<file path="src/rtl/systolic_skew_feeder.sv">
// Latches a 3x3 operand matrix on start and feeds row-skewed, zero-padded streams to a systolic array.
// Optional macro FEEDER_REVERSE_EN emits each row in reverse column order for arrays with mirrored weights.
module systolic_skew_feeder #(
  parameter int W     = 8,
  parameter int DRAIN = 6
) (
  input  logic         clk_i,
  input  logic         rst_i,
  input  logic         start_i,
  input  logic [W-1:0] A11_i,
  input  logic [W-1:0] A12_i,
  input  logic [W-1:0] A13_i,
  input  logic [W-1:0] A21_i,
  input  logic [W-1:0] A22_i,
  input  logic [W-1:0] A23_i,
  input  logic [W-1:0] A31_i,
  input  logic [W-1:0] A32_i,
  input  logic [W-1:0] A33_i,
  output logic [W-1:0] left1_o,
  output logic [W-1:0] left2_o,
  output logic [W-1:0] left3_o,
  output logic         busy_o,
  output logic         done_o,
  output logic [3:0]   cycle_o
);

  typedef enum logic [1:0] {
    S_IDLE,
    S_FEED,
    S_DRAIN,
    S_DONE
  } state_t;

  localparam logic [3:0] FEED_LAST  = 4'd4;
  localparam logic [3:0] DRAIN_LAST = 4'(4 + DRAIN);

  // Column visited first / last within a row stream.
`ifdef FEEDER_REVERSE_EN
  localparam int C_FIRST = 2;
  localparam int C_LAST  = 0;
`else
  localparam int C_FIRST = 0;
  localparam int C_LAST  = 2;
`endif
  localparam int C_MID = 1;

  state_t       state_q, state_d;
  logic [3:0]   cnt_q, cnt_d;
  logic         accept;

  logic [W-1:0] a_in  [9];
  logic [W-1:0] mat_q [9];
  logic [W-1:0] mat_d [9];

  logic [W-1:0] left1_q, left1_d;
  logic [W-1:0] left2_q, left2_d;
  logic [W-1:0] left3_q, left3_d;
  logic         busy_q, busy_d;
  logic         done_q, done_d;
  logic [3:0]   cycle_q, cycle_d;

  assign a_in[0] = A11_i;
  assign a_in[1] = A12_i;
  assign a_in[2] = A13_i;
  assign a_in[3] = A21_i;
  assign a_in[4] = A22_i;
  assign a_in[5] = A23_i;
  assign a_in[6] = A31_i;
  assign a_in[7] = A32_i;
  assign a_in[8] = A33_i;

  always_comb begin
    state_d = state_q;
    cnt_d   = cnt_q;
    accept  = 1'b0;
    case (state_q)
      S_IDLE: begin
        if (start_i) begin
          accept  = 1'b1;
          state_d = S_FEED;
          cnt_d   = 4'd0;
        end
      end
      S_FEED: begin
        if (cnt_q == FEED_LAST) begin
          state_d = S_DRAIN;
        end
        cnt_d = cnt_q + 4'd1;
      end
      S_DRAIN: begin
        if (cnt_q == DRAIN_LAST) begin
          state_d = S_DONE;
          cnt_d   = 4'd0;
        end else begin
          cnt_d = cnt_q + 4'd1;
        end
      end
      S_DONE: begin
        cnt_d = 4'd0;
        if (start_i) begin
          accept  = 1'b1;
          state_d = S_FEED;
        end else begin
          state_d = S_IDLE;
        end
      end
      default: begin
        state_d = S_IDLE;
        cnt_d   = 4'd0;
      end
    endcase
  end

  // Forward the freshly accepted matrix so t0 is registered on the accepting edge.
  always_comb begin
    for (int k = 0; k < 9; k++) begin
      mat_d[k] = accept ? a_in[k] : mat_q[k];
    end
  end

  always_comb begin
    left1_d = '0;
    left2_d = '0;
    left3_d = '0;
    if (state_d == S_FEED) begin
      case (cnt_d)
        4'd0: begin
          left1_d = mat_d[C_FIRST];
        end
        4'd1: begin
          left1_d = mat_d[C_MID];
          left2_d = mat_d[3 + C_FIRST];
        end
        4'd2: begin
          left1_d = mat_d[C_LAST];
          left2_d = mat_d[3 + C_MID];
          left3_d = mat_d[6 + C_FIRST];
        end
        4'd3: begin
          left2_d = mat_d[3 + C_LAST];
          left3_d = mat_d[6 + C_MID];
        end
        4'd4: begin
          left3_d = mat_d[6 + C_LAST];
        end
        default: begin
          left1_d = '0;
        end
      endcase
    end
  end

  always_comb begin
    busy_d  = (state_d == S_FEED) || (state_d == S_DRAIN);
    done_d  = (state_d == S_DONE);
    cycle_d = busy_d ? cnt_d : 4'd0;
  end

  always_ff @(posedge clk_i) begin
    if (rst_i) begin
      state_q <= S_IDLE;
      cnt_q   <= 4'd0;
      mat_q   <= '{default: '0};
      left1_q <= '0;
      left2_q <= '0;
      left3_q <= '0;
      busy_q  <= 1'b0;
      done_q  <= 1'b0;
      cycle_q <= 4'd0;
    end else begin
      state_q <= state_d;
      cnt_q   <= cnt_d;
      mat_q   <= mat_d;
      left1_q <= left1_d;
      left2_q <= left2_d;
      left3_q <= left3_d;
      busy_q  <= busy_d;
      done_q  <= done_d;
      cycle_q <= cycle_d;
    end
  end

  assign left1_o = left1_q;
  assign left2_o = left2_q;
  assign left3_o = left3_q;
  assign busy_o  = busy_q;
  assign done_o  = done_q;
  assign cycle_o = cycle_q;

endmodule
</file>
<file path="config.mk">
export PLATFORM = sky130hd
export DESIGN_NAME = systolic_skew_feeder
export DESIGN_NICKNAME = d
export VERILOG_FILES = /design/src/rtl/systolic_skew_feeder.sv
export SDC_FILE = /design/constraint.sdc
export NUM_CORES = 1
export LEC_CHECK = 0
export CAP_MARGIN = 40
export CORE_ASPECT_RATIO = 0.8
export CORE_MARGIN = 5
export CORE_UTILIZATION = 40
export DETAILED_ROUTE_END_ITERATION = 10
export PLACE_DENSITY = 0.65
export REMOVE_ABC_BUFFERS = 1
export SETUP_SLACK_MARGIN = 0.3
export SLEW_MARGIN = 20
export SYNTH_ARGS = -nofsm -noshare
export SYNTH_HDL_FRONTEND = slang
export SYNTH_SLANG_ARGS = --single-unit
</file>
<file path="constraint.sdc">
create_clock -name clk_i -period 2.5 [get_ports clk_i]
set_input_delay 0.25 -clock clk_i [delete_from_list [all_inputs] [get_ports clk_i]]
set_output_delay 0.25 -clock clk_i [all_outputs]
set_load 0.03 [all_outputs]
</file>
== Yosys cells after proc, flatten, opt, wreduce, memory -nomap -nowiden ==
Cells that the tools add are included.

* Flip-flop bits (word level): 108
* Input port bits: 75
* Output and inout bits: 30
* Word-level logic and storage cells: 60

* Add/sub/neg operators: 1
* Equal/unequal tests: 12
* Multiplexer cells: 22
* Bitwise gates (word level): 2
* Reductions and logical operators: 6

{| class="wikitable"
|+ Operators with widths
! cell !! number
|-
| $mux 8 || 9
|-
| $pmux 8 s3 || 3
|-
| $pmux 4 s4 || 1
|-
| $eq 2x2->1 const B || 4
|-
| $eq 4x2->1 const B || 2
|-
| $eq 4x3->1 const B || 2
|-
| $mux 4 || 2
|-
| $pmux 2 s4 || 1
|-
| $mux 2 || 3
|-
| $reduce_or 2->1 || 3
|-
| $add 4x1->4 const B || 1
|-
| $eq 2x1->1 const B || 2
|-
| $eq 4x1->1 const B || 1
|-
| $eq 4x4->1 const B || 1
|-
| $logic_not 4->1 || 1
|-
| $mux 1 || 3
|-
| $logic_not 2->1 || 1
|-
| $not 1->1 || 2
|-
| $logic_or 1x1->1 || 1
|}

== Longest topological paths before layout ==
Gate-level depths: netlist of run 1.

* Depth in word-level cells: 7
* Gate-level depth with buffers: 12
* Mapped depth without buffers: 10

== Worst setup path before layout of run 1 ==
No wires, ideal clock.

* Path kind: reg2reg
* Start point: register cnt_q[0]
* End point: register left1_q[0] (netlist: left1_o[0])
* Data arrival time: 2.083 ns
* Data required time: 2.442 ns
* Slack: 0.359 ns
* Stages on the path, launching flop included: 12
* Path buffers: 2
* Cells stage by stage: dfxtp_1 -> buf_2 -> inv_1 -> ha_1 -> a21oi_1 -> nor2_1 -> o21ai_0 -> ha_1 -> nor2b_1 -> and3_1 -> clkbuf_1 -> o21a_1

* Longest elaborated chain between the ends: 6
* Elaborated cells on any way between the ends: 16
* Those cells by class: 1 x add/sub; 5 x eq/ne; 7 x mux; 1 x bitwise; 2 x reduce/logical

{| class="wikitable"
|+ Ends and longest elaborated chain
! item !! RTL line !! text
|-
| start: declaration || 48 || <nowiki>logic [3:0] cnt_q, cnt_d;</nowiki>
|-
| start signal: assignment || 172 || <nowiki>cnt_q <= cnt_d;</nowiki>
|-
| branches (longest 6 deep; another with $add 4x1->4) || n/a ||
|-
| end signal: assignment || 174 || <nowiki>left1_q <= left1_d;</nowiki>
|-
| end: declaration || 55 || <nowiki>logic [W-1:0] left1_q, left1_d;</nowiki>
|}

Parallel ways; which one is timed is not known.
A chain may end at the register's enable or synchronous reset.

== Worst setup path after layout of run 1 ==
* Start point: register state_q[1]
* End point: register left3_q[5] (netlist: left3_o[5])

* Longest elaborated chain between the ends: 5
* Elaborated cells on any way between the ends: 21
* Those cells by class: 7 x eq/ne; 10 x mux; 1 x bitwise; 3 x reduce/logical

{| class="wikitable"
|+ Ends and longest elaborated chain
! item !! RTL line !! text
|-
| start: declaration || 47 || <nowiki>state_t state_q, state_d;</nowiki>
|-
| start signal: assignment || 171 || <nowiki>state_q <= state_d;</nowiki>
|-
| branches (longest 5 deep; another with $pmux 8 s3) || n/a ||
|-
| end signal: assignment || 176 || <nowiki>left3_q <= left3_d;</nowiki>
|-
| end: declaration || 57 || <nowiki>logic [W-1:0] left3_q, left3_d;</nowiki>
|}

Parallel ways; which one is timed is not known.

==> flow_summary.yaml, run 1 <==
routing:
  vias: 3555
  routed_via_density: 4.97
  drc: 0
  firstDrtPassIters: 5
  totalWireLength_mm: 11.0
  wire_per_inst_microns: 15.4
  drtIter0Drc: 179
  antenna_left: 0
clock_network:
  cts_hold_buf: 0
  cts_max_level: 3
  insertion_delay_ns: 0.34
  clockBufferDepth: 2
  cts_root_buf: "clkbuf_16"
  cts_made_buffers: 9
  clk_pin_slew_ns: 0.07
  cts_sinks: 108
  cts_tree: "done"
yosys:
  synth_edf_count: 0
  syn_area_per_cell_sq_um: 9.83
  ys_types: 44
  synth_flop_cell: "dfxtp_1"
  netlist_instances: 449
  syn-cell-area_sq_um: 4410
  synth.yosys.seq_area_share: 0.490
  asyncSetResetFlopFracSynth: 0
  ys_seq_elements: 108
  ys_warn_count: 0
global_routing:
  grt_pass1_vias: 3506
  overflow: 0
  grt_antenna_before_repair: 0
  grt_pass1_wl_mm: 17.7
  grt_max_degree: 35
  grt_usage: 0.165
placed_design:
  place_hpwl_mm: 7.78
  io_buffers: 104
  placed_cell_area_sq_um: 5650
  gp_congestion: 0.865
finish:
  layout_commonest_cell: "dfxtp_1"
  final_core_util: 0.564
  drive_above_1_share: 0.131
  diodes: 0
  area_growth_syn_to_layout_pct: 38.6
  fillers: 964
  multi_input_area_sq_um: 2170
  final-seq-area_sq_um: 2170
  nNetsFinal: 650
  final_cell_mix: "104 x dfxtp_1, 103 x clkdlybuf4s50_1, 96 x nor2_1, 62 x mux2i_1"
  postLayoutCellArea_sq_um: 6120
power_and_ir_drop:
  p_clk_frac: 0.355
  p_sw_uw: 899
  leakage_uw: 0.00253
  vdd_ir_drop_max_v: 0.000347
  powerDensity_nw_per_um2: 613
  comb_power_share: 0.155
  internal_power_uw: 2850
  swShare: 0.240
  seq_power_share: 0.490
sta:
  fin_crit_sh: 0.837
  relSlewSlack: 0.738
  final.min_clock_period_ns: 2.09
  fmax_mhz: 478
  finalSetupViolCount: 0
  rsz0062_at_grt: "no"
  drv_slew: 0
  hold_viol_final: 0
  tightest_slew_ns: 0.392
  skew_ns: 0.00568
floorplan:
  start_util: 0.407
  core_sq_um: 10800
  die-width_microns: 127
  die_h_microns: 104
  fp-row-count: 34
  dieArea_sq_um: 13200
  io-pin-count: 105
worst_setup_path:
  worstPathArrival_ns: 2.38
  worstSetupStartpointType: "flip-flop"
  critPathRequiredTime_ns: 2.78
  setup.worst_path.end_class: "flip-flop"
  path_class: "flip-flop to flip-flop"
  cp_max_fo: 8
job:
  cap_violations: 0
status:
  status: "completed"
worst_hold_path:
  hold_path.class: "input pin to flip-flop"
worst paths after layout:
kind | from | endpoint | slack, ns | cells after the start
max | state_q[1] | left3_o[5] | 0.41 | 8
min | rst_i | mat_q[70] | 0.28 | 2
max reg2reg | state_q[1] | left3_o[5] | 0.41 | 8
min reg2reg | mat_q[19] | mat_q[19] | 0.45 | 2
power groups by stage:
stage / sequential [uW] / combinational (uW) / clock, uW
after floorplan: 1890 / 304 / 0
after global placement: 1870 / 537 / 0
after detailed placement: 1870 / 545 / 0
after CTS: 1840 / 562 / 1370
after global routing: 1840 / 631 / 1450
final: 1840 / 580 / 1330
repair_timing:
action,CTS,global route
gates cloned,2,0
endpoints found under the hold margin,0,0
pin swaps,2,8
gates resized for setup,6,17
buffers inserted,2,9
endpoints found under the setup margin,24,24
critical path, cell delays in order, from the launching register on:
cell      delay [ns]
dfxtp_2         0.35
inv_1           0.11
ha_4            0.20
and4bb_4        0.36
nor2_4          0.09
o32a_1          0.42
nand2b_1        0.14
nand4_4         0.21
nor2_2          0.16
Yosys cell counts (2+ instances only):
master     count  area, sq um
a21oi_1       12         60.1
a2bb2oi_1      8         70.1
and3_1         2         12.5
buf_2         13         65.1
buf_6          2         22.5
clkbuf_1      12         45.0
dfxtp_1      108         2160
ha_1           9          113
inv_1         10         37.5
mux2i_1       62          621
mux4_2         5          113
nand2_1       26         97.6
nand2b_1       4         25.0
nand3_1        4         20.0
nor2_1       100          375
nor2b_1        4         25.0
nor3_1         2         10.0
o21a_1        16          120
o21ai_0        6         30.0
o22ai_1       19          119
o31ai_1        2         15.0
state kept, by name, summed over array words and instances, names as in the netlist:
| signal | flops |
|---|---|
| busy_o | 1 |
| mat_q | 72 |
| left2_o | 8 |
| state_q | 2 |
| cnt_q | 4 |
| left3_o | 8 |
| left1_o | 8 |
| done_o | 1 |
| cycle_o | 4 |
layer usage:
| metal | part of all wire | vias to the layer above | GRT usage |
|---|---|---|---|
| met2 | 0.47 | 96 | 0.263 |
| met4 | 0.0064 | 0 | 0.0391 |
| li1 | - | 1788 | - |
| met1 | 0.46 | 1665 | 0.217 |
| met5 | 0 | - | 0 |
| met3 | 0.061 | 6 | 0.0554 |
through the flow:
step           std cells  total power (uW)  hold WS, ns  setup TNS (ns)  setup WS (ns)
2_1_floorplan        421              2190        0.319         -128.78          -1.76
3_3_place_gp         686              2410        0.438               0          0.222
3_5_place_dp         686              2420        0.446               0          0.164
4_1_cts              706              3770        0.263               0          0.265
5_1_grt              715              3920        0.272               0          0.313
6_report             715              3750        0.278               0          0.406
layout make-up:
cell class,instances,share of cell area
inverters,10,0.00613
clock inverters,3,0.00348
clock buffers,13,0.0425
well taps,144,0.0294
flip-flops and latches,108,0.355
multi-input cells,305,0.354
repair buffers,132,0.210
cell families after synthesis:
| group | Yosys count | synth area share |
|---|---|---|
| DFF | 108 | 0.490 |
| adders and majority gates | 9 | 0.0255 |
| AOI/OAI and AO/OA | 77 | 0.131 |
| and+or+nand+nor | 149 | 0.147 |
| buffers and inverters | 38 | 0.0394 |
| muxes | 67 | 0.166 |
| xor gates and xnor gates | 1 | 0.00198 |
(Power assumes the default switching activity.)
==> run 2, diff against run 1 <==
--- a/config.mk
+++ b/config.mk
@@ -10,7 +10,7 @@
 export CORE_MARGIN = 5
 export CORE_UTILIZATION = 40
 export DETAILED_ROUTE_END_ITERATION = 10
-export PLACE_DENSITY = 0.65
+export PLACE_DENSITY = 0.67
 export REMOVE_ABC_BUFFERS = 1
 export SETUP_SLACK_MARGIN = 0.3
 export SLEW_MARGIN = 20
==> constraint.sdc (replaced) <==
create_clock -name clk_i -period 1.7 [get_ports clk_i]
set_input_delay 0.17 -clock clk_i [delete_from_list [all_inputs] [get_ports clk_i]]
set_output_delay 0.17 -clock clk_i [all_outputs]
set_load 0.03 [all_outputs]
==> flow_summary.yaml, run 2 (synthesis results as in run 1) <==
status:
  status: "finished with violations"
  violations: "negative setup slack"
placed_design:
  placed_cells: 726
  placed_cell_area_sq_um: 6030
  gp_congestion: 0.853
  place_hpwl_mm: 7.89
  io_buffers: 104
sta:
  tns_ns: -15.95
  relSlewSlack: 0.681
  drv_slew: 0
  rsz0062_at_grt: "yes"
  tightest_slew_ns: 0.478
  finalSetupViolCount: 95
  skew_ns: 0.00638
  fin_ws_ns: -0.439
  hold_viol_final: 0
  fmax_mhz: 467
  final.min_clock_period_ns: 2.14
  fin_crit_sh: 1.26
worst_setup_path:
  cp_max_fo: 7
  cp_num_buf_inv: 4
  ff2ff_path_depth: 11
  critical-path-top-delay-family: "compound AO/OA/AOI/OAI gates"
  path_common_cell: "buf_6"
  path_class: "flip-flop to flip-flop"
  worstPathArrival_ns: 2.38
  rrSetupSlack_ns: -0.44
  setup.worst_path.end_class: "flip-flop"
  reg2reg_from: "state_q[1]"
  critPathMaxStageDelay_ns: 0.38
  critPathRequiredTime_ns: 1.94
  crit_chain: "inv_4, ha_4, and4bb_4, nor2_4, buf_6, a41oi_4, buf_6, buf_12, o22ai_1, a2bb2oi_1, nor2_1"
  cpMaxStageDelayCell: "and4bb_4"
  reg2reg_to: "left3_o[6]"
  worstSetupStartpointType: "flip-flop"
floorplan:
  dieArea_sq_um: 13200
  fp-row-count: 34
  io-pin-count: 105
  die-width_microns: 127
  core_sq_um: 10800
  start_util: 0.407
  die_h_microns: 104
routing:
  antenna_left: 0
  drtIter0Drc: 257
  routed_via_density: 5.31
  vias: 4207
  totalWireLength_mm: 16.0
  firstDrtPassIters: 4
  drc: 0
  wire_per_inst_microns: 20.2
finish:
  postLayoutCellArea_sq_um: 8440
  top_register: "mat_q"
  diodes: 0
  area_growth_syn_to_layout_pct: 91.2
  nNetsFinal: 727
  drive_above_1_share: 0.457
  largest_register_ff_count: 72
  final_cell_count_no_fill: 792
  layout_commonest_cell: "dfxtp_1"
  final_cell_mix: "104 x dfxtp_1, 73 x clkdlybuf4s50_1, 72 x nor2_1, 59 x mux2i_4, 50 x buf_6"
global_routing:
  overflow: 0
  grt_max_degree: 81
  top_usage_layer: "met2"
  grt_pass1_vias: 4304
  grt_antenna_before_repair: 0
  grt_pass1_wl_mm: 23.0
  gr-usage-met3: 0.0595
  grtUsageMet2: 0.355
  grt_usage: 0.217
  use_met1: 0.279
clock_network:
  cts_made_buffers: 9
  cts_max_level: 3
  cts_tree: "done"
  cts_root_buf: "clkbuf_16"
  cts_sinks: 108
  insertion_delay_ns: 0.34
  clockBufferDepth: 2
  clk_pin_slew_ns: 0.08
worst_hold_path:
  hold_path.class: "input pin to flip-flop"
  min_from: "rst_i"
  holdPathEnd: "left3_o[7]"
  whs_path_depth: 5
power_and_ir_drop:
  vdd_ir_drop_max_v: 0.000859
  leakage_uw: 0.00327
  powerDensity_nw_per_um2: 773
job:
  cap_violations: 0
## run 2: changes by cell type in the layout (fill, tap and decap cells not counted), sizes merged, moves of 2 or more
cell / change
inv: +2
buf: +77
dlygate4sd2: +30
clkdlybuf4s50: -30
## run 2: repair_timing
action                     4_1_cts  5_1_grt
hold buffers                     0        0
setup endpoints to repair      138      108
hold endpoints to repair         0        0
cloned                          10        2
pin swaps                       26       41
resized for setup              210      156
buffers inserted                27       11
## run 2: worst max path at each step
stage / startpoint / endpoint / cells after the start
detailed placement: state_q[0] / left2_o[4] / 9
finish: state_q[1] / left3_o[6] / 11
floorplan: state_q[0] / left3_o[4] / 6
global route: state_q[1] / left3_o[6] / 11
global placement: state_q[1] / left2_o[2] / 7
CTS: state_q[0] / left3_o[4] / 8
## run 2: through the flow
stage | setup slack [ns] | util | power, uW | hold WS, ns
after floorplan | -2.56 | - | 3220 | 0.239
after global placement | -0.374 | 0.556 | 3660 | 0.439
after detailed placement | -0.533 | 0.556 | 3680 | 0.450
after CTS | -0.272 | 0.693 | 6160 | 0.346
after global routing | -0.488 | 0.778 | 6750 | 0.374
final | -0.439 | 0.778 | 6530 | 0.374
## run 2: where the power goes
group,total [uW],switching (uW),internal (uW)
clock,2060,1000,1060
combinational,1710,713,1000
sequential,2760,99.9,2660
## run 2: metal layers
layer  part of all wire  wire (microns)
met5                  0               0
met4              0.026             416
met3              0.070            1120
met2               0.52            8290
met1               0.39            6210
## run 2: area by class of cell
cell class | instances | area, sq um
clock inverter | 5 | 43.8
sequential | 108 | 2170
inverter | 10 | 42.5
multi-input combinational | 304 | 3370
tap | 144 | 180
fill | 628 | 2410
timing repair buffer | 210 | 2380
clock buffer | 11 | 243
## run 2: worst register-to-register path, cell delays in order (launching register included)
cell       delay, ns
dfxtp_2         0.35
inv_4           0.06
ha_4            0.18
and4bb_4        0.38
nor2_4          0.08
buf_6           0.13
a41oi_4         0.26
buf_6           0.15
buf_12          0.12
o22ai_1         0.09
a2bb2oi_1       0.17
nor2_1          0.05
==> RTL edit, RTL diff (flow settings as in run 2) <==
The output `left1_o` loses its register stage (`left1_q` becomes a continuous assignment).
--- a/src/rtl/systolic_skew_feeder.sv
+++ b/src/rtl/systolic_skew_feeder.sv
@@ -161,7 +161,6 @@
       state_q <= S_IDLE;
       cnt_q   <= 4'd0;
       mat_q   <= '{default: '0};
-      left1_q <= '0;
       left2_q <= '0;
       left3_q <= '0;
       busy_q  <= 1'b0;
@@ -171,7 +170,6 @@
       state_q <= state_d;
       cnt_q   <= cnt_d;
       mat_q   <= mat_d;
-      left1_q <= left1_d;
       left2_q <= left2_d;
       left3_q <= left3_d;
       busy_q  <= busy_d;
@@ -179,6 +177,8 @@
       cycle_q <= cycle_d;
     end
   end
+
+  assign left1_q = left1_d;
 
   assign left1_o = left1_q;
   assign left2_o = left2_q;
Function: changed (a bounded check fails within 4 cycles, from zero or initial values and one cycle with rst_i high).
==> RTL edit against run 2 <==
The run still ends with negative setup slack left; synthesized area is 1.6% lower; final area hardly changed; setup slack worse by 430 ps; hold slack worse by 27 ps; routed wire length is 4.7% lower; count of clock-buffer cells in the layout is 1 lower; power is 0.51% lower; clock skew is 0.89 ps lower; sequential cell count is 8 lower; cell count is 3.7% higher; die area is 1.4% lower; sequential share of layout area is 1.9 points lower; critical endpoint is now left1_o[4].
==> RTL edit: results (changes against run 2) <==
DP Cell Count 757 (was 726); Synth top cells by count dfxtp_1 (100), nor2_1 (81), mux2i_1 (70) (was dfxtp_1 (108), nor2_1 (100), mux2i_1 (62)); mux contribution to synthesized area 0.1664 (was 0.1661); first-pass GRT wire length 22.58 mm (was 22.98 mm); met3 Resource Use GR 0.06776 (was 0.05955); placed inst area 6148 um^2 (was 6030 um^2); clock buf count 10 (was 11); Post-CTS Setup Repair Bufs 28 (was 27); reg2reg path depth 10 (was 11); wl on met1 6.094 mm (was 6.212 mm); GP Congestion 0.9368 (was 0.8526); leak pwr 3.204 nW (was 3.272 nW); met3 WL 1.148 mm (was 1.120 mm); Final Hold Slack 346.6 ps (was 373.6 ps); count of cell types in the netlist 50 (was 44); xor/xnor share of the synthesized area 0.004031 (was 0.001984); post-route setup slack -873.5 ps (was -439.2 ps); critical path fanouts, max 8 (was 7); total length of routed wires 15.28 mm (was 16.04 mm); fraction of layout cells with a size suffix above 1 0.4431 (was 0.4568); invs w/o clock 9 (was 10); HPWL Detailed 8.888 mm (was 7.894 mm); NonClk Buf Share 0.2910 (was 0.2826); Signal buffers 236 (was 210); Iter 0 DRT Violations 239 (was 257); FFs & Latches 100 (was 108); Resized cells post-CTS 246 (was 210); post-route non-filler standard cell count 821 (was 792); failing checks negative setup slack (unchanged); worst vdd ir 0.6460 mV (was 0.8592 mV); critical path class reg -> out (was reg -> reg); WHS Endpoint cnt_q[2] (was left3_o[7]); sequential fraction of the synthesis area 0.4607 (was 0.4898); via count 4319 (was 4207); critical path capture point left1_o[4] (was left3_o[6]); top area cells in the synthesized netlist dfxtp_1 (46%), mux2i_1 (16%), nor2_1 (7.0%) (was dfxtp_1 (49%), mux2i_1 (14%), nor2_1 (8.5%)); met2 Use GR 0.3756 (was 0.3554); setup TNS -27720 ps (was -15950 ps); Filler cells 630 (was 628); status complete, but fails checks (unchanged); reg2reg setup slack -680 ps (was -440 ps); slew margin rel. 0.6948 (was 0.6810); Layout clock area frac 0.03867 (was 0.03396); worst reg2reg startpoint cnt_q[0] (was state_q[1]); vias in the first global route 4397 (was 4304); final setup vio count 82 (was 95); WP data arrival 2400 ps (was 2380 ps); WL met2 7.741 mm (was 8.286 mm)
RTL edit: changes by cell type in the layout (fill, tap and decap cells not counted), moves of 8 or more:
| cell | before | now |
|---|---|---|
| nand2_4 | 10 | 1 |
| o21a_1 | 16 | 5 |
| nor3_1 | 1 | 13 |
| buf_4 | 29 | 62 |
| a21oi_2 | 11 | 1 |
| dfxtp_1 | 104 | 96 |
| nor2_4 | 11 | 2 |
| o22a_1 | 0 | 8 |
| dlygate4sd2_1 | 30 | 22 |
| a31oi_1 | 0 | 10 |
| or4_1 | 0 | 8 |
| buf_16 | 12 | 4 |
RTL edit: report_power, final:
group / total, mW / switching, mW / internal [mW]
clock: 2.22 / 0.885 / 1.33
sequential: 2.55 / 0.0846 / 2.46
combinational: 1.73 / 0.709 / 1.02
RTL edit: critical path: stages, from the launching register on:
cell	delay (ps)
dfxtp_2	350
inv_2	60
buf_6	120
ha_4	280
nand3b_1	130
o211a_1	300
o22ai_2	220
nand3_2	130
buf_12	170
o22ai_2	140
buf_6	160
